===== config.mk =====
export PLATFORM = sky130hd
export DESIGN_NAME = ssd1306_i2c_responder
export DESIGN_NICKNAME = d
export VERILOG_FILES = /design/src/rtl/ssd1306_pkg.sv /design/src/rtl/i2c_bus_sense.sv /design/src/rtl/ssd1306_i2c_responder.sv
export SDC_FILE = /design/constraint.sdc
export NUM_CORES = 1
export LEC_CHECK = 0
export ABC_AREA = 1
export CAP_MARGIN = 5
export CORE_MARGIN = 1
export CORE_UTILIZATION = 62
export CTS_CLUSTER_DIAMETER = 120
export DETAILED_ROUTE_END_ITERATION = 8
export PLACE_DENSITY_LB_ADDON = 0.12
export RECOVER_POWER = 50
export SYNTH_ARGS = -nofsm -noshare
export SYNTH_HDL_FRONTEND = slang
export SYNTH_HIERARCHICAL = 1
export SYNTH_SLANG_ARGS = --single-unit
export TNS_END_PERCENT = 20

===== constraint.sdc =====
create_clock -name clk -period 3.35 [get_ports clk]
set_input_delay 0.5025 -clock clk [delete_from_list [all_inputs] [get_ports clk]]
set_output_delay 0.5025 -clock clk [all_outputs]
set_load 0.01 [all_outputs]

===== src/rtl/ssd1306_pkg.sv =====
`default_nettype none
// ============================================================================
//  Module      : ssd1306_pkg
//  Description : Shared definitions for the SSD1306 I2C link: responder FSM
//                state encoding, command opcodes, control-byte bit positions
//                and default bus address / panel geometry.
//  Revision    : 1.0 - initial release
// ============================================================================
package ssd1306_pkg;

    // Responder byte-level FSM states
    typedef enum logic [2:0] {
        ST_IDLE    = 3'd0,
        ST_ADDR    = 3'd1,
        ST_CTRL    = 3'd2,
        ST_PAYLOAD = 3'd3,
        ST_IGNORE  = 3'd4
    } state_t;

    // Command opcodes with side effects in the responder
    localparam logic [7:0] c_CMD_COL_ADDR  = 8'h21;
    localparam logic [7:0] c_CMD_PAGE_ADDR = 8'h22;
    localparam logic [7:0] c_CMD_DISP_OFF  = 8'hAE;
    localparam logic [7:0] c_CMD_DISP_ON   = 8'hAF;

    // Control byte: Co = continuation, D/C# = data (1) or command (0)
    localparam int c_CTRL_CO_BIT = 7;
    localparam int c_CTRL_DC_BIT = 6;

    localparam logic [6:0] c_DEF_I2C_ADDR = 7'h3C;
    localparam int         c_DEF_NCOL     = 128;

endpackage : ssd1306_pkg
`default_nettype wire


===== src/rtl/i2c_bus_sense.sv =====
`default_nettype none
// ============================================================================
//  Module      : i2c_bus_sense
//  Description : Two-flop synchronisers for SCL/SDA plus a previous-value
//                stage; produces single-cycle START, STOP, SCL-rise and
//                SCL-fall pulses from the synchronised samples.
//  Ports       : clk, reset     - system clock, synchronous active-high reset
//                i_scl, i_sda   - raw bus lines
//                o_sda          - synchronised SDA (sampled on o_scl_rise)
//                o_start/o_stop - bus condition pulses
//                o_scl_rise/o_scl_fall - SCL edge pulses
//  Revision    : 1.0 - initial release
// ============================================================================
module i2c_bus_sense (
    input  logic clk,
    input  logic reset,
    input  logic i_scl,
    input  logic i_sda,
    output logic o_sda,
    output logic o_start,
    output logic o_stop,
    output logic o_scl_rise,
    output logic o_scl_fall
);

    logic r_scl_meta, r_scl_sync, r_scl_prev;
    logic r_sda_meta, r_sda_sync, r_sda_prev;

    // Reset to the idle-bus level so no spurious edge is seen on release
    always_ff @(posedge clk) begin
        if (reset) begin
            r_scl_meta <= 1'b1;
            r_scl_sync <= 1'b1;
            r_scl_prev <= 1'b1;
            r_sda_meta <= 1'b1;
            r_sda_sync <= 1'b1;
            r_sda_prev <= 1'b1;
        end else begin
            r_scl_meta <= i_scl;
            r_scl_sync <= r_scl_meta;
            r_scl_prev <= r_scl_sync;
            r_sda_meta <= i_sda;
            r_sda_sync <= r_sda_meta;
            r_sda_prev <= r_sda_sync;
        end
    end

    assign o_sda      = r_sda_sync;
    // SCL must be high both before and after the SDA transition
    assign o_start    = r_scl_sync & r_scl_prev &  r_sda_prev & ~r_sda_sync;
    assign o_stop     = r_scl_sync & r_scl_prev & ~r_sda_prev &  r_sda_sync;
    assign o_scl_rise =  r_scl_sync & ~r_scl_prev;
    assign o_scl_fall = ~r_scl_sync &  r_scl_prev;

endmodule : i2c_bus_sense
`default_nettype wire


===== src/rtl/ssd1306_i2c_responder.sv =====
`default_nettype none
// ============================================================================
//  Module      : ssd1306_i2c_responder
//  Description : I2C write-only target modelling an SSD1306 panel. Decodes
//                address / control / payload bytes, ACKs them, strobes
//                command bytes, tracks the 0x21/0x22 window and writes data
//                bytes to an external frame buffer in horizontal mode.
//  Ports       : clk, reset            - clock, synchronous active-high reset
//                scl, sda_in, sda_oe   - bus in, open-drain SDA pull-down
//                cmd_valid, cmd_byte   - command byte strobe
//                fb_we, fb_addr, fb_wdata - frame-buffer write port
//                display_on, busy      - status
//  Revision    : 1.0 - initial release
// ============================================================================
module ssd1306_i2c_responder
    import ssd1306_pkg::*;
#(
    parameter logic [6:0] I2C_ADDR = c_DEF_I2C_ADDR,
    parameter int         FB_AW    = 9,
    parameter int         NCOL     = c_DEF_NCOL
) (
    input  logic             clk,
    input  logic             reset,
    input  logic             scl,
    input  logic             sda_in,
    output logic             sda_oe,
    output logic             cmd_valid,
    output logic [7:0]       cmd_byte,
    output logic             fb_we,
    output logic [FB_AW-1:0] fb_addr,
    output logic [7:0]       fb_wdata,
    output logic             display_on,
    output logic             busy
);

    logic w_sda, w_start, w_stop, w_scl_rise, w_scl_fall;

    i2c_bus_sense u_sense (
        .clk        (clk),
        .reset      (reset),
        .i_scl      (scl),
        .i_sda      (sda_in),
        .o_sda      (w_sda),
        .o_start    (w_start),
        .o_stop     (w_stop),
        .o_scl_rise (w_scl_rise),
        .o_scl_fall (w_scl_fall)
    );

    state_t     r_state;
    logic [6:0] r_shift;        // first seven bits of the byte in flight
    logic [3:0] r_bitcnt;       // 0..8; 8 = byte complete, in ACK slot
    logic       r_ack_phase;    // ACK driven, waiting for the 9th SCL fall
    logic       r_accept;
    logic       r_co, r_dc;
    logic [1:0] r_param_cnt;    // parameter bytes still expected
    logic       r_param_page;   // 1 = parameters belong to 0x22
    logic [6:0] r_param0;
    logic [6:0] r_col, r_col_start, r_col_end;
    logic [1:0] r_page, r_page_start, r_page_end;

    logic [7:0]       w_byte;
    logic [FB_AW-1:0] w_ptr;

    assign w_byte = {r_shift, w_sda};
    assign w_ptr  = FB_AW'(r_page) * FB_AW'(NCOL) + FB_AW'(r_col);

    always_ff @(posedge clk) begin
        if (reset) begin
            r_state      <= ST_IDLE;
            r_shift      <= '0;
            r_bitcnt     <= '0;
            r_ack_phase  <= 1'b0;
            r_accept     <= 1'b0;
            r_co         <= 1'b0;
            r_dc         <= 1'b0;
            r_param_cnt  <= '0;
            r_param_page <= 1'b0;
            r_param0     <= '0;
            r_col        <= '0;
            r_col_start  <= '0;
            r_col_end    <= 7'd127;
            r_page       <= '0;
            r_page_start <= '0;
            r_page_end   <= 2'd3;
            sda_oe       <= 1'b0;
            cmd_valid    <= 1'b0;
            cmd_byte     <= '0;
            fb_we        <= 1'b0;
            fb_addr      <= '0;
            fb_wdata     <= '0;
            display_on   <= 1'b0;
            busy         <= 1'b0;
        end else begin
            cmd_valid <= 1'b0;
            fb_we     <= 1'b0;

            if (w_start) begin
                // Also covers repeated START in the middle of an ACK slot
                r_state     <= ST_ADDR;
                r_bitcnt    <= '0;
                r_ack_phase <= 1'b0;
                sda_oe      <= 1'b0;
            end else if (w_stop) begin
                // Partial byte is dropped; pending parameter count survives
                r_state     <= ST_IDLE;
                r_bitcnt    <= '0;
                r_ack_phase <= 1'b0;
                sda_oe      <= 1'b0;
                busy        <= 1'b0;
            end else if (r_state inside {ST_ADDR, ST_CTRL, ST_PAYLOAD}) begin
                if (w_scl_rise && r_bitcnt < 4'd8) begin
                    r_shift  <= w_byte[6:0];
                    r_bitcnt <= r_bitcnt + 4'd1;
                    if (r_bitcnt == 4'd7) begin
                        case (r_state)
                            ST_ADDR: begin
                                if (w_byte[7:1] == I2C_ADDR && !w_byte[0]) begin
                                    r_accept <= 1'b1;
                                    busy     <= 1'b1;
                                    r_state  <= ST_CTRL;
                                end else begin
                                    r_accept <= 1'b0;
                                    r_state  <= ST_IGNORE;
                                end
                            end
                            ST_CTRL: begin
                                r_accept <= 1'b1;
                                r_co     <= w_byte[c_CTRL_CO_BIT];
                                r_dc     <= w_byte[c_CTRL_DC_BIT];
                                r_state  <= ST_PAYLOAD;
                            end
                            ST_PAYLOAD: begin
                                r_accept <= 1'b1;
                                if (r_co) begin
                                    r_state <= ST_CTRL;
                                end
                                if (r_dc) begin
                                    fb_we    <= 1'b1;
                                    fb_addr  <= w_ptr;
                                    fb_wdata <= w_byte;
                                    // Horizontal addressing inside the window
                                    if (r_col == r_col_end) begin
                                        r_col  <= r_col_start;
                                        r_page <= (r_page == r_page_end) ?
                                                  r_page_start : r_page + 2'd1;
                                    end else begin
                                        r_col <= r_col + 7'd1;
                                    end
                                end else begin
                                    cmd_valid <= 1'b1;
                                    cmd_byte  <= w_byte;
                                    if (r_param_cnt == 2'd2) begin
                                        r_param0    <= w_byte[6:0];
                                        r_param_cnt <= 2'd1;
                                    end else if (r_param_cnt == 2'd1) begin
                                        r_param_cnt <= 2'd0;
                                        if (r_param_page) begin
                                            r_page_start <= r_param0[1:0];
                                            r_page_end   <= w_byte[1:0];
                                            r_page       <= r_param0[1:0];
                                            r_col        <= r_col_start;
                                        end else begin
                                            r_col_start <= r_param0;
                                            r_col_end   <= w_byte[6:0];
                                            r_col       <= r_param0;
                                            r_page      <= r_page_start;
                                        end
                                    end else begin
                                        case (w_byte)
                                            c_CMD_COL_ADDR: begin
                                                r_param_cnt  <= 2'd2;
                                                r_param_page <= 1'b0;
                                            end
                                            c_CMD_PAGE_ADDR: begin
                                                r_param_cnt  <= 2'd2;
                                                r_param_page <= 1'b1;
                                            end
                                            c_CMD_DISP_ON:  display_on <= 1'b1;
                                            c_CMD_DISP_OFF: display_on <= 1'b0;
                                            default: ;
                                        endcase
                                    end
                                end
                            end
                            default: ;
                        endcase
                    end
                end else if (w_scl_fall) begin
                    if (r_ack_phase) begin
                        // End of the 9th clock: release and start next byte
                        sda_oe      <= 1'b0;
                        r_ack_phase <= 1'b0;
                        r_bitcnt    <= '0;
                    end else if (r_bitcnt == 4'd8) begin
                        sda_oe      <= r_accept;
                        r_ack_phase <= 1'b1;
                    end
                end
            end
        end
    end

endmodule : ssd1306_i2c_responder
`default_nettype wire


Yosys cells after proc, flatten, opt, wreduce, memory -nomap -nowiden
Index checks and enable logic that the tools add are counted.
- input port bits: 4
- register bits after elaboration: 91
- reduce and logical (&&, ||, !) cells: 45
- bitwise operators: 21
- $lt $le $gt $ge: 1
- eq/ne operators: 18
- add/sub/neg operators: 4
- multiplexer cells: 41
- operators by type and width (operator ; count):
    10-bit AND reduction ; 4
    7-bit 2-to-1 mux ; 5
    8-bit AND reduction ; 3
    2-bit nonzero test ; 12
    1-bit 2-to-1 mux ; 18
    2-bit 2-to-1 mux ; 9
    6-bit AND reduction ; 3
    9-bit AND reduction ; 2
    8-bit by 6-bit equality test with 1-bit output (second input constant) ; 2
    8-bit equality test (second input constant) ; 2
    3-bit nonzero test ; 5
    1-bit inverter ; 14
    7-bit AND reduction ; 2
    4-bit 2-to-1 mux ; 3
    4-bit AND reduction ; 3
    9-bit by 7-bit adder with 9-bit output ; 1
    3-bit one-hot mux with 3 select lines ; 1
    7-bit by 1-bit adder with 7-bit output (second input constant) ; 1
    1-bit AND ; 7
    7-bit by 6-bit equality test with 1-bit output (second input constant) ; 1
    7-bit equality test ; 1
    7-bit OR reduction ; 1
    3-bit by 2-bit equality test with 1-bit output (second input constant) ; 2
    3-bit 2-to-1 mux ; 2
    other kinds (20) ; 26

Depth between registers and ports, before layout
- depth after elaboration: 9
- depth in mapped cells: 14
- gate-level depth less buffers: 14

Hierarchy
The synthesis kept the hierarchy.
- modules (own cells, without submodules) (module ; area each (um^2) ; times used ; sequential area each (um^2) ; cells each):
    ssd1306_i2c_responder ; 4031.4 ; 1 ; 1701.6 ; 551
    i2c_bus_sense ; 197.7 ; 1 ; 120.1 ; 24

Worst setup path after synthesis
OpenSTA, ideal clock, no wires.
- kind: flip-flop to flip-flop
- start: reg u_sense.r_sda_sync, in the netlist u_sense/o_sda
- end: reg r_col_start[5]
- clock period less this slack: 1.597 ns
- setup slack: 1.753 ns
- arrival: 1.478 ns
- cell stages (with the launch flop): 13
- buffers on the path: 1
- required time: 3.231 ns
- cells stage by stage: dfxtp_1 -> inv_1 -> nand2_1 -> nor2_1 -> inv_1 -> nand2_1 -> nor2_4 -> inv_2 -> nor2_8 -> nand2_2 -> buf_2 -> o21ai_1 -> a21oi_1
- cells in the longest elaborated chain, start to end: 4
- elaborated cells on any way between the ends: 6
- ends and longest elaborated chain (what ; RTL line ; source):
    start: declaration ; i2c_bus_sense.sv:27 ; logic r_sda_meta, r_sda_sync, r_sda_prev;
    start signal: assignment ; i2c_bus_sense.sv:43 ; r_sda_sync <= r_sda_meta;
    1-bit inverter ; i2c_bus_sense.sv:50 ; assign o_start = r_scl_sync & r_scl_prev & r_sda_prev & ~r_sda_sync;
    1-bit AND ; i2c_bus_sense.sv:50 ;
    net w_start ; ssd1306_i2c_responder.sv:36 ; logic w_sda, w_start, w_stop, w_scl_rise, w_scl_fall;
    1-bit inverter (no line) ; - ;
    9-bit AND reduction (no line) ; - ;
    end signal: assignment ; ssd1306_i2c_responder.sv:164 ; r_col_start <= r_param0;
    end: declaration ; ssd1306_i2c_responder.sv:59 ; logic [6:0] r_col, r_col_start, r_col_end;
The timed path passes the listed nets, and every way through them passes these cells.
A chain may end at the register's enable or synchronous reset.

Final worst setup path
- start: reg u_sense.r_sda_sync, in the netlist u_sense/o_sda
- end: reg r_param_page
- cells in the longest elaborated chain, start to end: 4
- elaborated cells on any way between the ends: 10
- ends and longest elaborated chain (what ; RTL line ; source):
    1-bit inverter ; i2c_bus_sense.sv:50 ;
    1-bit AND ; i2c_bus_sense.sv:50 ;
    net w_start ; ssd1306_i2c_responder.sv:36 ;
    1-bit inverter (no line) ; - ;
    10-bit AND reduction (no line) ; - ;
    end signal: assignment ; ssd1306_i2c_responder.sv:78 ; r_param_page <= 1'b0;
    end signal: assignment ; ssd1306_i2c_responder.sv:173 ; r_param_page <= 1'b0;
    end signal: assignment ; ssd1306_i2c_responder.sv:177 ; r_param_page <= 1'b1;
    end: declaration ; ssd1306_i2c_responder.sv:57 ; logic r_param_page;
The timed path passes the listed nets, and every way through them passes these cells.

==> results_dict.tcl <==
set metrics [dict create \
    seq_area_frac_synth 0.431 \
    ys_seq_elements 91 \
    critPathCaptureType "flip-flop" \
    avgSynthCellArea_sq_um 7.35 \
    finalWirelength_microns 9690 \
    power_density_nw_per_um2 382 \
    rsz0062_at_grt "no" \
    fmax_mhz 391 \
    core_sq_um 6460 \
    synth_edf_count 0 \
    grt_max_degree 37 \
    rows 29 \
    setup_viol 0 \
    fin_nets 609 \
    run_status "completed" \
    leakage_uw 0.00216 \
    seqCellArea_sq_um 1820 \
    syn2layout_area_growth_pct 11.0 \
    synth_ff_type "dfxtp_1" \
    worstHoldPathType "reg2reg" \
    netlist_area_sq_um 4230 \
    grt.overflow.total 0 \
    vias_per_cell 5.58 \
    syn_nets 584 \
    vias 3802 \
    diodes 0 \
    ctsLongestPathBuffers 2 \
    grt_pass1_vias 3509 \
    required_ns 3.65 \
    drc 0 \
    finalCritPeriodShare 0.763 \
    io_buffers 33 \
    dr.pass1.iters 7 \
    htreeDepth 3 \
    synthCells 575 \
    antenna_found_initial 0 \
    clk_latency_ns 0.36 \
    fin_worst_skew_ns 0.0137 \
    ir_drop_mv 0.258 \
    drv_cap 0 \
    ys_types 33 \
    cts_tree "yes" \
    track_usage 0.288 \
    clkSlewWorstSetupHoldPaths_ns 0.08 \
    initial_core_util 0.655 \
    setup_tns_ns 0 \
    worstSetupPathType "reg2reg" \
    async_reset_ff_frac 0 \
    grt_pass1_wl_microns 16500 \
    period_needed_ns 2.55 \
    gp_congestion 0.928 \
    numCtsBuffers 9 \
    yosys.area.top_type "dfxtp_1" \
    fillers 505 \
    cp_max_fo 11 \
    netlist_top_cells_count "98 x nand2_1, 91 x dfxtp_1, 79 x inv_1, 70 x a21oi_1, 70 x o21ai_0" \
    cts.sinks 91 \
    die_w_microns 84.6 \
    cts_resized 0 \
    multi_input_area_sq_um 1940 \
    power_uw 1790 \
    synth-warning-count 6 \
    detail_route.wl_per_cell_microns 14.2 \
    cts_setup_buffers 0 \
    start_kind "flip-flop" \
    die-area_sq_um 7160 \
    synth.most_common_cell "nand2_1" \
    final_core_util 0.727 \
    hold_buffers 0 \
    final_hold_viol_count 0 \
    cts-root-buf "clkbuf_8" \
    drv_slew 0 \
    drt_iter0_drc 290 \
    synth.top_cell.area_share 0.431 \
    dpl.hpwl_microns 6880 \
    slew_headroom 0.443 \
    netlist_top_cells_area "dfxtp_1 43%, nand2_1 8.7%, a21oi_1 8.3%" \
    cp_data_arrival_time_ns 2.85 \
    die_y_microns 84.6 \
    worstMarginPinSlew_ns 0.826 \
    ant_nets 0 \
    ios 34 \
    final_layout_size_suffix_gt1_frac 0.0579 \
]
-- cell type report --
| type | instances | share of cell area |
|---|---|---|
| inverter | 84 | 0.0677 |
| sequential | 91 | 0.388 |
| clock inverter | 6 | 0.00933 |
| tap | 77 | 0.0205 |
| timing repair buffer | 35 | 0.0736 |
| multi-input combinational | 379 | 0.414 |
| clock buffer | 9 | 0.0264 |
-- per-stage QoR --
step / hold slack [ns] / setup slack [ns] / cells / area [sq um]
after floorplan: 0.383 / 1.75 / 575 / 4230
after global placement: 0.391 / 1.28 / 666 / 4560
after detailed placement: 0.397 / 1.24 / 666 / 4560
after CTS: 0.419 / 1.26 / 681 / 4730
after global routing: 0.449 / 0.540 / 681 / 4690
final: 0.413 / 0.795 / 681 / 4690
-- sequential cells by signal (all words and copies together), names as in the netlist, 2 cells and up --
| signal | flops |
|---|---|
| r_page | 2 |
| r_state | 3 |
| r_page_end | 2 |
| r_col_start | 7 |
| r_param0 | 7 |
| r_page_start | 2 |
| fb_addr | 9 |
| fb_wdata | 8 |
| r_param_cnt | 2 |
| r_shift | 7 |
| r_col_end | 7 |
| r_col | 7 |
| r_bitcnt | 4 |
| cmd_byte | 8 |
-- worst max-delay path, stage by stage (launching register included) --
cell and delay, ns:
dfxtp_1 0.52, inv_1 0.10, nand2_1 0.08, nor2_1 0.09
inv_1 0.07, nand2_1 0.10, nor2_1 0.28, inv_1 0.14
nor2_1 0.27, nand2_1 0.35, nor2_1 0.19, nand2_1 0.08
nand2_1 0.07, nand2_1 0.05, nor2_1 0.11
-- worst paths after layout --
| kind | start | endpoint | slack, ns | cells past startpoint |
|---|---|---|---|---|
| setup / recovery | u_sense/o_sda$_SDFF_PP1_ | r_param_page$_SDFFE_PP0P_ | 0.80 | 14 |
| hold / removal | u_sense/r_scl_meta$_SDFF_PP1_ | u_sense/r_scl_sync$_SDFF_PP1_ | 0.41 | 1 |
| setup reg to reg | u_sense/o_sda$_SDFF_PP1_ | r_param_page$_SDFFE_PP0P_ | 0.80 | 14 |
| hold reg to reg | u_sense/r_scl_meta$_SDFF_PP1_ | u_sense/r_scl_sync$_SDFF_PP1_ | 0.41 | 1 |
-- cell usage in the layout, fill, tap and decap left out, types with 4 or more instances in the layout --
master / synthesis / layout
o211ai_1: 11 / 11
nor3_1: 9 / 9
clkbuf_8: 0 / 9
xor2_1: 5 / 5
inv_1: 79 / 81
dfxtp_1: 91 / 91
dlygate4sd3_1: 0 / 31
a21oi_1: 70 / 70
or2_1: 4 / 4
o21ai_1: 4 / 4
nand3_1: 17 / 17
nand2_1: 98 / 100
o21ai_0: 70 / 71
clkinvlp_4: 0 / 4
ha_1: 5 / 5
nor2_1: 53 / 55
xnor2_1: 4 / 4
nand4_1: 4 / 4
-- logic make-up after synthesis --
| kind of cell | after synthesis | synth area share |
|---|---|---|
| DFF | 91 | 0.431 |
| xor gates and xnor gates | 9 | 0.0186 |
| and+or+nand+nor | 205 | 0.235 |
| adders and majority gates | 5 | 0.0148 |
| buffers and inverters | 105 | 0.101 |
| AOI/OAI and AO/OA | 160 | 0.200 |
-- power breakdown --
group          switching (uW)  internal, uW  leakage [uW]
clock                     394           265     0.0000733
combinational            33.7          13.7       0.00136
sequential               3.94          1080      0.000734
total                     432          1360       0.00216
-- per-layer routing --
layer  share of wire  GRT usage  up-vias
li1                -          -     1914
met1            0.47      0.378     1769
met2            0.47      0.466       95
met3           0.037     0.0423       24
met4           0.029      0.137        0
met5               0          0        -
Note: power is estimated with default switching activity, not from simulation.
